File: config.mk
export PLATFORM = sky130hd
export DESIGN_NAME = crubits
export DESIGN_NICKNAME = d
export VERILOG_FILES = /design/src/rtl/crubits_pkg.sv /design/src/rtl/crubits_cru_decode.sv /design/src/rtl/crubits.sv
export SDC_FILE = /design/constraint.sdc
export NUM_CORES = 1
export LEC_CHECK = 0
export BUFFER_PORTS_ARGS = -buffer_cell sky130_fd_sc_hd__buf_2
export CORE_AREA = 2 2 39 41
export CTS_BUF_LIST = sky130_fd_sc_hd__clkbuf_16
export DETAILED_ROUTE_END_ITERATION = 8
export DIE_AREA = 0 0 41 43
export PLACE_DENSITY = 0.66
export SLEW_MARGIN = 15
export SYNTH_ARGS = -nofsm -noshare
export SYNTH_HDL_FRONTEND = slang
export SYNTH_SLANG_ARGS = --single-unit
File: constraint.sdc
create_clock -name ti_cru_clk -period 1.53 [get_ports ti_cru_clk]
set_input_delay 0 -clock ti_cru_clk [delete_from_list [all_inputs] [get_ports ti_cru_clk]]
set_output_delay 0 -clock ti_cru_clk [all_outputs]
set_load 0.01 [all_outputs]
File: src/rtl/crubits_pkg.sv
`default_nettype none
// ============================================================================
// Module   : crubits_pkg
// Brief    : Shared constants for the TIPI CRU bit-bank.
// Revision : 1.0  initial release
// ============================================================================
package crubits_pkg;

  // addr[0:3] must match this prefix to land in the >1xxx CRU space
  localparam logic [3:0] CRU_PREFIX = 4'b0001;
  // Number of latched CRU bits; the decode is built for exactly four
  localparam int         NUM_BITS   = 4;
  // Width of the bit index taken from addr[13:14]
  localparam int         CRU_IDX_W  = 2;

endpackage : crubits_pkg
`default_nettype wire

File: src/rtl/crubits_cru_decode.sv
`default_nettype none
// ============================================================================
// Module   : cru_decode
// Brief    : Combinational CRU address decode. Flags a hit when the address
//            selects this card's base with a bit offset below four during a
//            CRU cycle, and extracts the bit index.
// Revision : 1.0  initial release
// ============================================================================
module cru_decode #(
  parameter logic [3:0] CRU_PREFIX = crubits_pkg::CRU_PREFIX
) (
  input  logic [0:14]                       i_addr,
  input  logic [0:3]                        i_cru_base,
  input  logic                              i_memen,
  output logic                              o_hit,
  output logic [crubits_pkg::CRU_IDX_W-1:0] o_idx
);

  logic w_prefix_ok;
  logic w_base_ok;
  logic w_offset_ok;

  // Address bus is big-endian: A0 is the MSB, so slices read left to right
  assign w_prefix_ok = (i_addr[0:3] == CRU_PREFIX);
  assign w_base_ok   = (i_addr[4:7] == i_cru_base);
  // Offsets of four or more fall outside the bank
  assign w_offset_ok = (i_addr[8:12] == 5'b00000);

  // MEMEN is active-low, so a high level marks a CRU (non-memory) cycle
  assign o_hit = w_prefix_ok && w_base_ok && w_offset_ok && i_memen;
  // A13 is the more significant index bit
  assign o_idx = i_addr[13:14];

endmodule : cru_decode
`default_nettype wire

File: src/rtl/crubits.sv
`default_nettype none
// ============================================================================
// Module   : crubits
// Brief    : TI-99/4A CRU bit-bank for the TIPI PEB card. Latches four
//            writeable control bits on the CRUCLK falling edge and returns the
//            addressed bit on CRUIN. Bit 0 is the card enable.
// Revision : 1.0  initial release
// ============================================================================
module crubits #(
  parameter logic [3:0] CRU_PREFIX = crubits_pkg::CRU_PREFIX,
  parameter int         NUM_BITS   = crubits_pkg::NUM_BITS
) (
  input  logic                ti_cru_clk,
  input  logic                reset,
  input  logic [0:3]          cru_base,
  input  logic                ti_memen,
  input  logic                ti_ph3,
  input  logic [0:14]         addr,
  input  logic                ti_cru_out,
  output logic                ti_cru_in,
  output logic [0:NUM_BITS-1] bits
);

  import crubits_pkg::*;

  logic                 w_hit;
  logic [CRU_IDX_W-1:0] w_idx;
  logic [0:NUM_BITS-1]  w_we;
  logic                 r_bits [NUM_BITS];

  // PH3 is only present for pin compatibility with the original card
  logic w_ph3_unused;
  assign w_ph3_unused = ti_ph3;

  cru_decode #(
    .CRU_PREFIX (CRU_PREFIX)
  ) u_decode (
    .i_addr     (addr),
    .i_cru_base (cru_base),
    .i_memen    (ti_memen),
    .o_hit      (w_hit),
    .o_idx      (w_idx)
  );

  for (genvar gi = 0; gi < NUM_BITS; gi++) begin : g_bit
    // Only the addressed bit is enabled; the others hold their value
    assign w_we[gi] = w_hit && (w_idx == CRU_IDX_W'(gi));

    // Latch CRUOUT on the falling CRUCLK edge; reset clears and blocks writes
    always_ff @(negedge ti_cru_clk or posedge reset) begin
      if (reset) begin
        r_bits[gi] <= 1'b0;
      end else if (w_we[gi]) begin
        r_bits[gi] <= ti_cru_out;
      end
    end

    assign bits[gi] = r_bits[gi];
  end : g_bit

  // Readback is purely combinational; misses return 0, and during reset the
  // cleared flops return 0 as well
  assign ti_cru_in = w_hit ? r_bits[w_idx] : 1'b0;

endmodule : crubits
`default_nettype wire

## After elaboration in Yosys (flattened, before gate mapping)

Index checks and enable logic that the tools add are counted.
Widths: inputs -> output; s select.

- Output and inout port bits: 5
- Register bits: 4

- Magnitude comparators: 1
- Equal/unequal tests: 5
- Muxes and demuxes: 4
- Reductions and logical operators: 9
- Bitwise gates (word level): 1

Operator list:

| cell | number |
|---|---|
| $logic_and 1x1->1 | 7 |
| $logic_not 5->1 | 1 |
| $eq 2x2->1 const B | 2 |
| $eq 4x1->1 const B | 1 |
| $eq 4x4->1 | 1 |
| $ge 3x3->1 const B | 1 |
| $mux 1 | 3 |
| $not 2->3 | 1 |
| $bmux 1 s2 | 1 |
| $eq 2x1->1 const B | 1 |
| $logic_not 2->1 | 1 |

## Longest topological paths before layout

Gate-level depths: netlist of run 1.

- Depth after elaboration: 5
- Depth in mapped cells: 4

## Cells and area by module

From an unflattened synthesis of run 1, not the netlist that was laid out.

- Cell total of the unflattened synthesis: 26
- Area, all modules: 296.5 sq um

By module, submodules not included:

| module | seq. area each (sq um) | times used | cells an instance | area each (sq um) |
|---|---|---|---|---|
| crubits | 100.1 | 1 | 15 | 205.2 |
| cru_decode | 0.0 | 1 | 11 | 91.3 |

==> results.txt, run 1 <==
The fraction of final layout cells with drive strength greater than 1 is 82.1%. Setup violations remaining at the end of the flow were counted as 9. The final-layout fill cell count came out at 116.

STA classifies the critical path endpoint as an output port. The placed instance count came out at 76. The synthesized netlist contains 16 unique library cells. The number of routed nets with antenna violations is 0.

The total clock sinks came out at 4. For the pin with the worst max-slew slack, the measured transition is 301 ps. The relative contribution of the clock network to total power came out at 66.3%.

The static power due to leakage is 0.378 nW. The top-level port count is 29. The total CTS buffers came out at 3.

The internal power consumption came out at 0.000490 W. Measured on the finished design, the core utilization comes to 57.0%. The critical path launch point is bits[0].

Clock skew on the completed layout was measured at 0 ps. The worst register-to-register path begins at bits[3]. The synthesized design spends more area on one cell type than any other, namely sky130_fd_sc_hd__dfrtn_1. The kind of start point of the critical path is a register. The via count of the first global-routing pass came out at 376. The most used flip-flop cell after synthesis is sky130_fd_sc_hd__dfrtn_1. The area inside the core boundary came out at 1380 um^2. The final hold violation count is 0. The flip-flop count of the largest register, all copies and words added is 4. The fraction of synthesis flops using an asynchronous set or reset pin is 100%. The worst-case IR drop observed on VDD is 0.000465 V.

The total number of H-tree levels came out at 1. The worst slew slack as a fraction of its limit came out at 79.8%. The remaining global-route overflow is 0. After synthesis the cells add up to 314 um^2. The first global-routing pass estimated 1480 um of wire.

The half-perimeter wire length after detailed placement is 756 um. Across all layers, the routed design uses 368 vias. The endpoint of the worst setup timing path is ti_cru_in. Counting instances in the post-synthesis netlist gives the leading cell types as sky130_fd_sc_hd__dfrtn_1 (4), sky130_fd_sc_hd__xnor2_1 (4), sky130_fd_sc_hd__mux2_1 (3). The checks that failed: setup timing. The layout net count is 93. The sum of negative setup slack is -2680 ps. The area of combinational cells with multiple inputs is 307 um^2. The worst endpoint data arrival time is 2120 ps.

The reported max-cap violation count came out at 0. The combinational group share of total power is 16.0%. The final total power came out at 0.000606 W. For the worst-skew pair, the clock arrives at the later sink with an insertion delay of 260 ps. The register-to-register path setup slack is 540 ps. The register area share after synthesis came out at 31.9%.

The critical path data required time came out at 1530 ps. In the synthesized netlist, the number of instances is 26. The first-pass iteration count of the detailed router came out at 1.

The quantity of I/O buffers inserted on ports is 27. The worst reg-to-reg path cell count is 3. Entering global routing, the biggest net connects 6 pins.

The final worst-path setup slack came out at -592 ps. The die area is 1760 um^2. The Yosys step of the flow raised 0 warnings. The share of power burned in registers came out at 17.7%. The final instance count without filler cells came out at 83. The width of the die is 41 um.

The share of the synthesized area in the top cell type is 31.9%. The total area of sequential cells came out at 100 um^2. 0 antenna diodes ended up in the layout.

Routability-driven placement finished with a final weighted congestion of 0.629. Setup repair after global routing could not meet its margin everywhere. The flow ran to the end, but the final reports show violations.

Averaged over all synthesized cells, the footprint is 12.1 um^2. After synthesis, the cell types taking the most area are sky130_fd_sc_hd__dfrtn_1 (32%), sky130_fd_sc_hd__xnor2_1 (11%), sky130_fd_sc_hd__mux2_1 (11%). The row count is 14. The clock passes through at most 2 buffers. Across all hold checks on the routed design, the worst slack comes to 275 ps. The detailed-route DRC error count came out at 0.

The routed design has 1140 um of wire. The worst register-to-register path ends at bits[3]. The number of register bits inferred by synthesis is 4.

The per-cell routed wire length is 13.7 um. Synthesis produced a netlist with a net count of 50. The critical path in this run is classified as reg -> out.

The initial antenna violation count came out at 0. The switching part of the total power is 19.2%. TritonCTS built the clock tree.

The first routing iteration left 0 violations. The area growth from synthesis to layout is 151%. After detailed routing, the number of vias per cell comes to 4.43. In this run the worst hold path is classified as in -> async.

Once the floorplan was initialized, standard cells occupied 22.7% of the core. The number of pins exceeding their max-slew limit in the final report was 0. The peak fanout along the critical path is 2. The switching power is 0.000116 W.

The clock transition at the registers of the reported paths came out at 30 ps. Global routing used 12.8% of the available tracks. The areal power density over the cells came out at 769 nW/um^2. In this run, synthesis inferred 0 flip-flops with an integrated enable. The cell at the root of the clock tree is sky130_fd_sc_hd__clkbuf_16. The height of the die is 43 um.
## stage by stage
| stage | worst slack (ps) | instance area, um^2 |
|---|---|---|
| detailed placement | -745 | 522 |
| global placement | -680 | 522 |
| floorplan | -438 | 314 |
| global route | -626 | 788 |
| CTS | -559 | 694 |
| finish | -592 | 788 |
## kinds of logic (layout without fill, tap and decap cells)
kind of cell / count (synthesis) / in the layout / synth area share, %
AND/OR/NAND/NOR: 11 / 11 / 33.1
multiplexers: 5 / 5 / 21.5
XOR/XNOR: 4 / 4 / 11.2
flip-flops: 4 / 4 / 31.9
buffers and inverters: 2 / 43 / 2.39
## placed cells by master (no fill, tap or decap)
master                      netlist  layout
sky130_fd_sc_hd__inv_1            2       2
sky130_fd_sc_hd__nor3_4           0       1
sky130_fd_sc_hd__nor4_4           0       3
sky130_fd_sc_hd__mux4_2           1       1
sky130_fd_sc_hd__buf_2            0      19
sky130_fd_sc_hd__clkbuf_16        0       3
sky130_fd_sc_hd__nand3_4          0       1
sky130_fd_sc_hd__nor3b_2          0       1
sky130_fd_sc_hd__nor4b_4          1       2
sky130_fd_sc_hd__dfrtn_1          4       4
sky130_fd_sc_hd__xnor2_1          4       4
sky130_fd_sc_hd__buf_6            0      11
sky130_fd_sc_hd__nor2b_1          1       1
sky130_fd_sc_hd__nand4_4          0       1
sky130_fd_sc_hd__nand2_1          1       1
sky130_fd_sc_hd__mux2_4           0       4
sky130_fd_sc_hd__buf_4            0       8
## worst min-delay path by stage
stage	from	slack, ps	depth (start not counted)	end
floorplan	addr[8]	200	3	ti_cru_in
global placement	addr[8]	420	5	ti_cru_in
detailed placement	addr[12]	440	5	ti_cru_in
CTS	reset	280	2	bits[1]
global route	reset	290	2	bits[1]
finish	reset	270	2	bits[1]
## final cells by class
type / count / share of cell area [%]
well taps: 16 / 2.54
multi-input cells: 20 / 38.9
flip-flops and latches: 4 / 12.7
clock buffers: 3 / 9.52
inverters: 2 / 0.952
repair buffers: 38 / 35.4
## timing repair
action | in CTS | in global routing
hold buffers | 0 | 0
pin swaps | 4 | 4
resized for setup | 13 | 14
setup endpoints to repair | 9 | 9
buffers inserted | 2 | 2
## worst max-delay path: stages (launching register included)
cell and delay (ps):
sky130_fd_sc_hd__dfrtn_1 340, sky130_fd_sc_hd__mux4_2 460, sky130_fd_sc_hd__nor3b_2 160, sky130_fd_sc_hd__buf_2 130
## power by group through the flow
| stage | Clock (W) | Sequential, W | Combinational [W] |
|---|---|---|---|
| after global placement | 0 | 0.000108 | 0.0000667 |
| after floorplan | 0 | 0.000108 | 0.0000222 |
| after CTS | 0.000411 | 0.000107 | 0.0000808 |
| after detailed placement | 0 | 0.000108 | 0.0000687 |
| after global routing | 0.000418 | 0.000107 | 0.000105 |
| final | 0.000402 | 0.000107 | 0.0000969 |
## layer usage
| layer | up-vias | wire, um | global-route usage [%] |
|---|---|---|---|
| li1 | 182 | - | - |
| met1 | 168 | 346 | 11.1 |
| met2 | 18 | 694 | 24.4 |
| met3 | 0 | 96 | 3.14 |
| met4 | 0 | 0 | 6.00 |
| met5 | - | 0 | 0 |
(Power assumes the default switching activity.)
==> inputs of run 2 (changes only) <==
Settings changed: PLACE_DENSITY 0.66 to 0.65, SYNTH_HIERARCHICAL from default to 1.
==> run 2 against run 1 <==
Net effect:
- the flow still finishes with violations (setup timing)
- hold slack lost 2.7 ps
- critical path depth stayed put
- combinational power is 30% lower
- routed wire length down 25%
- final area shrank 15%
- sequential share of layout area up 2.2 points
- global-route usage decreased by 1.0 points
- synthesized area shrank 5.6%
- first-iteration DRC count rose by 1
- flip-flop and latch count unchanged
- largest cell class is now buffers
- largest power group unchanged
==> results.txt, run 2 <==
The mean cell area of the mapped netlist came out at 11.4 um^2 (-5.6%). The initial antenna violation count was 0 (unchanged). The clock latency on the worst-skew pair came out at 260 ps (about the same). The static power due to leakage is 0.335 nW (-11%). The number of pins exceeding their max-slew limit in the final report is 0 (unchanged). The maximum resistive drop on vdd is 0.000599 V (+29%). The row count is 14 (unchanged). The number of routed nets with antenna violations came out at 0 (unchanged). The die area is 1760 um^2 (unchanged). The final count of negative-setup-slack endpoints came out at 9 (unchanged). The areal power density over the cells is 869 nW/um^2 (+13%). The total routed wirelength came out at 854 um (-25%).

The ratio of routed vias to standard cells was 4.35 (-1.8%). The via count of the first global-routing pass is 364 (-3.2%). The fraction of synthesis flops using an asynchronous set or reset pin is 100% (unchanged).

The worst min-delay path class is in -> async. The first-pass iteration count of the detailed router came to 4 (+3). The fraction of final layout cells with drive strength greater than 1 is 77.8% (-4.3 points).

The routability congestion estimate came to 0.688 (+9.5%). The worst setup path category is reg -> out. The leading area contributor after synthesis is sky130_fd_sc_hd__dfrtn_1. The number of hold buffers added after cts came to 0 (unchanged). The detailed-route via count was 344 (-6.5%). The largest individual stage delay along the critical path comes from the cell sky130_fd_sc_hd__mux4_2. The number of register bits inferred by synthesis came out at 4 (unchanged). The maximum buffer depth of the clock tree came out at 2 (unchanged). The library cell used most frequently in the layout, excluding fill and tap cells, is sky130_fd_sc_hd__buf_2. The number of warnings issued by yosys is 6 (+6).

The pin count of the biggest net entering global routing came to 6 (unchanged). TritonCTS built the clock tree. The reported max-cap violation count was 0 (unchanged). The register area share after synthesis came out at 33.8% (+1.9 points). The worst setup skew after layout was 0 ps (unchanged). The total number of H-tree levels was 1 (unchanged).

After synthesis, the most frequently instantiated cells are sky130_fd_sc_hd__dfrtn_1 (4), sky130_fd_sc_hd__mux2_2 (4), sky130_fd_sc_hd__nand3b_1 (3), sky130_fd_sc_hd__xnor2_1 (3). The area inside the core boundary is 1380 um^2 (unchanged). The critical path data required time came out at 1530 ps (about the same). The area of the mapped netlist is 297 um^2 (-5.6%). The first-pass GRT wire length is 1350 um (-8.9%). The quantity of I/O buffers inserted on ports was 27 (unchanged). The run finished, with violations left. The overall track demand over capacity in global routing was 11.8% (-1.0 points). Setup repair after global routing could not meet its margin everywhere.

The longest individual stage delay on the worst path came out at 460 ps (about the same). The top-level port count is 29 (unchanged). The count of cell types in the netlist is 14 (-2). The total clock sinks came to 4 (unchanged). The kind of start point of the critical path is a register. In the post-synthesis netlist, the biggest area contributors are sky130_fd_sc_hd__dfrtn_1 (34%), sky130_fd_sc_hd__mux2_2 (15%), sky130_fd_sc_hd__xnor2_1 (8.9%).

The most used flip-flop cell after synthesis is sky130_fd_sc_hd__dfrtn_1. The starting density of the core came out at 21.4% (-1.3 points). The cell count after synthesis is 26 (unchanged).

The flip-flop count of the largest register, all copies and words added is 4 (unchanged). The layout net count is 89 (-4.3%). The layout overhead on the synthesized area is 127%. The worst reg-to-reg path cell count came to 3 (unchanged). The checks that failed: setup timing. The detailed router's first-iteration violation count is 1 (+1). The share of the synthesized area in the top cell type is 33.8% (+1.9 points). The count of flip-flops with a built-in enable after synthesis is 0 (unchanged).

The detailed-route DRC error count came to 0 (unchanged). The design area came out at 672 um^2 (-15%). The count of inserted antenna diode cells came out at 0 (unchanged). The clock transition at the registers of the reported paths was 30 ps (about the same). The remaining global-route overflow came out at 0 (unchanged).

Traced cell by cell, the critical path runs through mux4_2 > and2_4 > buf_6. The final hold violation count came to 0 (unchanged). The cell area after placement is 510 um^2 (-2.2%). The final worst-path setup slack came out at -547 ps (+44.8 ps). The transition time at the pin with the least slew margin is 238 ps (-63.0 ps). The kind of end point of the critical path is an output port. The worst slew slack as a fraction of its limit is 84.1% (+4.3 points). The per-cell routed wire length was 10.8 um (-21%). Leaving out fill and tap cells, the most frequent cells in the layout are sky130_fd_sc_hd__buf_2 (19), sky130_fd_sc_hd__buf_6 (9), sky130_fd_sc_hd__buf_4 (8). The final total power came out at 0.000584 W (-3.7%). The height of the die came out at 43 um (unchanged).

The worst endpoint data arrival time was 2080 ps (-40 ps). The total CTS buffers is 3 (unchanged). The width of the die came to 41 um (unchanged). The cell at the root of the clock tree is sky130_fd_sc_hd__clkbuf_16. The post-synth net total came to 50 (unchanged). The peak fanout along the critical path is 2 (unchanged).
## run 2: changes by cell type after synthesis, moves of 2 or more
cell and change:
sky130_fd_sc_hd__mux2_2 +3, sky130_fd_sc_hd__nand3b_1 +3, sky130_fd_sc_hd__buf_4 +2, sky130_fd_sc_hd__mux2_1 -3
## run 2: timing repair
action,CTS,global route
pin swaps,3,1
endpoints found under the setup margin,9,9
resized for setup,8,4
setup buffers,2,1
## run 2: final cells by class
cell class	count	area, um^2
Clock buffer	3	75.1
Fill cell	121	712
Inverter	1	3.75
Multi-Input combinational cell	19	216
Sequential cell	4	100
Tap cell	16	20.0
Timing Repair Buffer	36	256
## run 2: critical path, delay by kind of cell (launching register included)
family                 cells  cell delay [ps]
buffers and inverters      1              110
DFF                        1              340
muxes                      1              460
and+or+nand+nor            1              150
## run 2: cells by family after synthesis
family        count (synthesis)  share of synthesized area, %
mux                           5                          22.8
flops                         4                          33.8
buf+inv                       3                          6.33
simple gates                 10                          25.3
xor+xnor                      4                          11.8
## run 2: where the power goes
group | internal [W] | switching (W) | leakage [nW] | total (W)
sequential | 0.000107 | 0.0000000443 | 0.0559 | 0.000107
combinational | 0.0000403 | 0.0000271 | 0.242 | 0.0000674
clock | 0.000334 | 0.0000751 | 0.0370 | 0.000409
total | 0.000482 | 0.000102 | 0.335 | 0.000584
## run 2: path summary, 6_finish.rpt
kind / startpoint / endpoint / slack (ps)
setup reg to reg: bits[0] / bits[0] / 540
hold / removal: reset / bits[2] / 270
min in group ti_cru_clk: bits[2] / bits[2] / 560
hold reg to reg: bits[2] / bits[2] / 560
max in group asynchronous: reset / bits[1] / 1070
setup / recovery: bits[3] / ti_cru_in / -550
## run 2: stage by stage
step / setup WS (ps) / hold WS (ps) / utilization [%] / instances / TNS [ps]
2_1_floorplan: -657 / 297 / - / 26 / -2410
3_3_place_gp: -725 / 552 / 36.9 / 74 / -3140
3_5_place_dp: -742 / 551 / 36.9 / 74 / -3210
4_1_cts: -560 / 278 / 46.3 / 78 / -2700
5_1_grt: -572 / 288 / 48.6 / 79 / -3000
6_report: -547 / 272 / 48.6 / 79 / -2620
## run 2: routing by layer
layer	part of all wire (%)	GRT usage (%)
met1	36	11.1
met2	55	18.4
met3	6.0	6.28
met4	2.8	8.00
met5	0	0
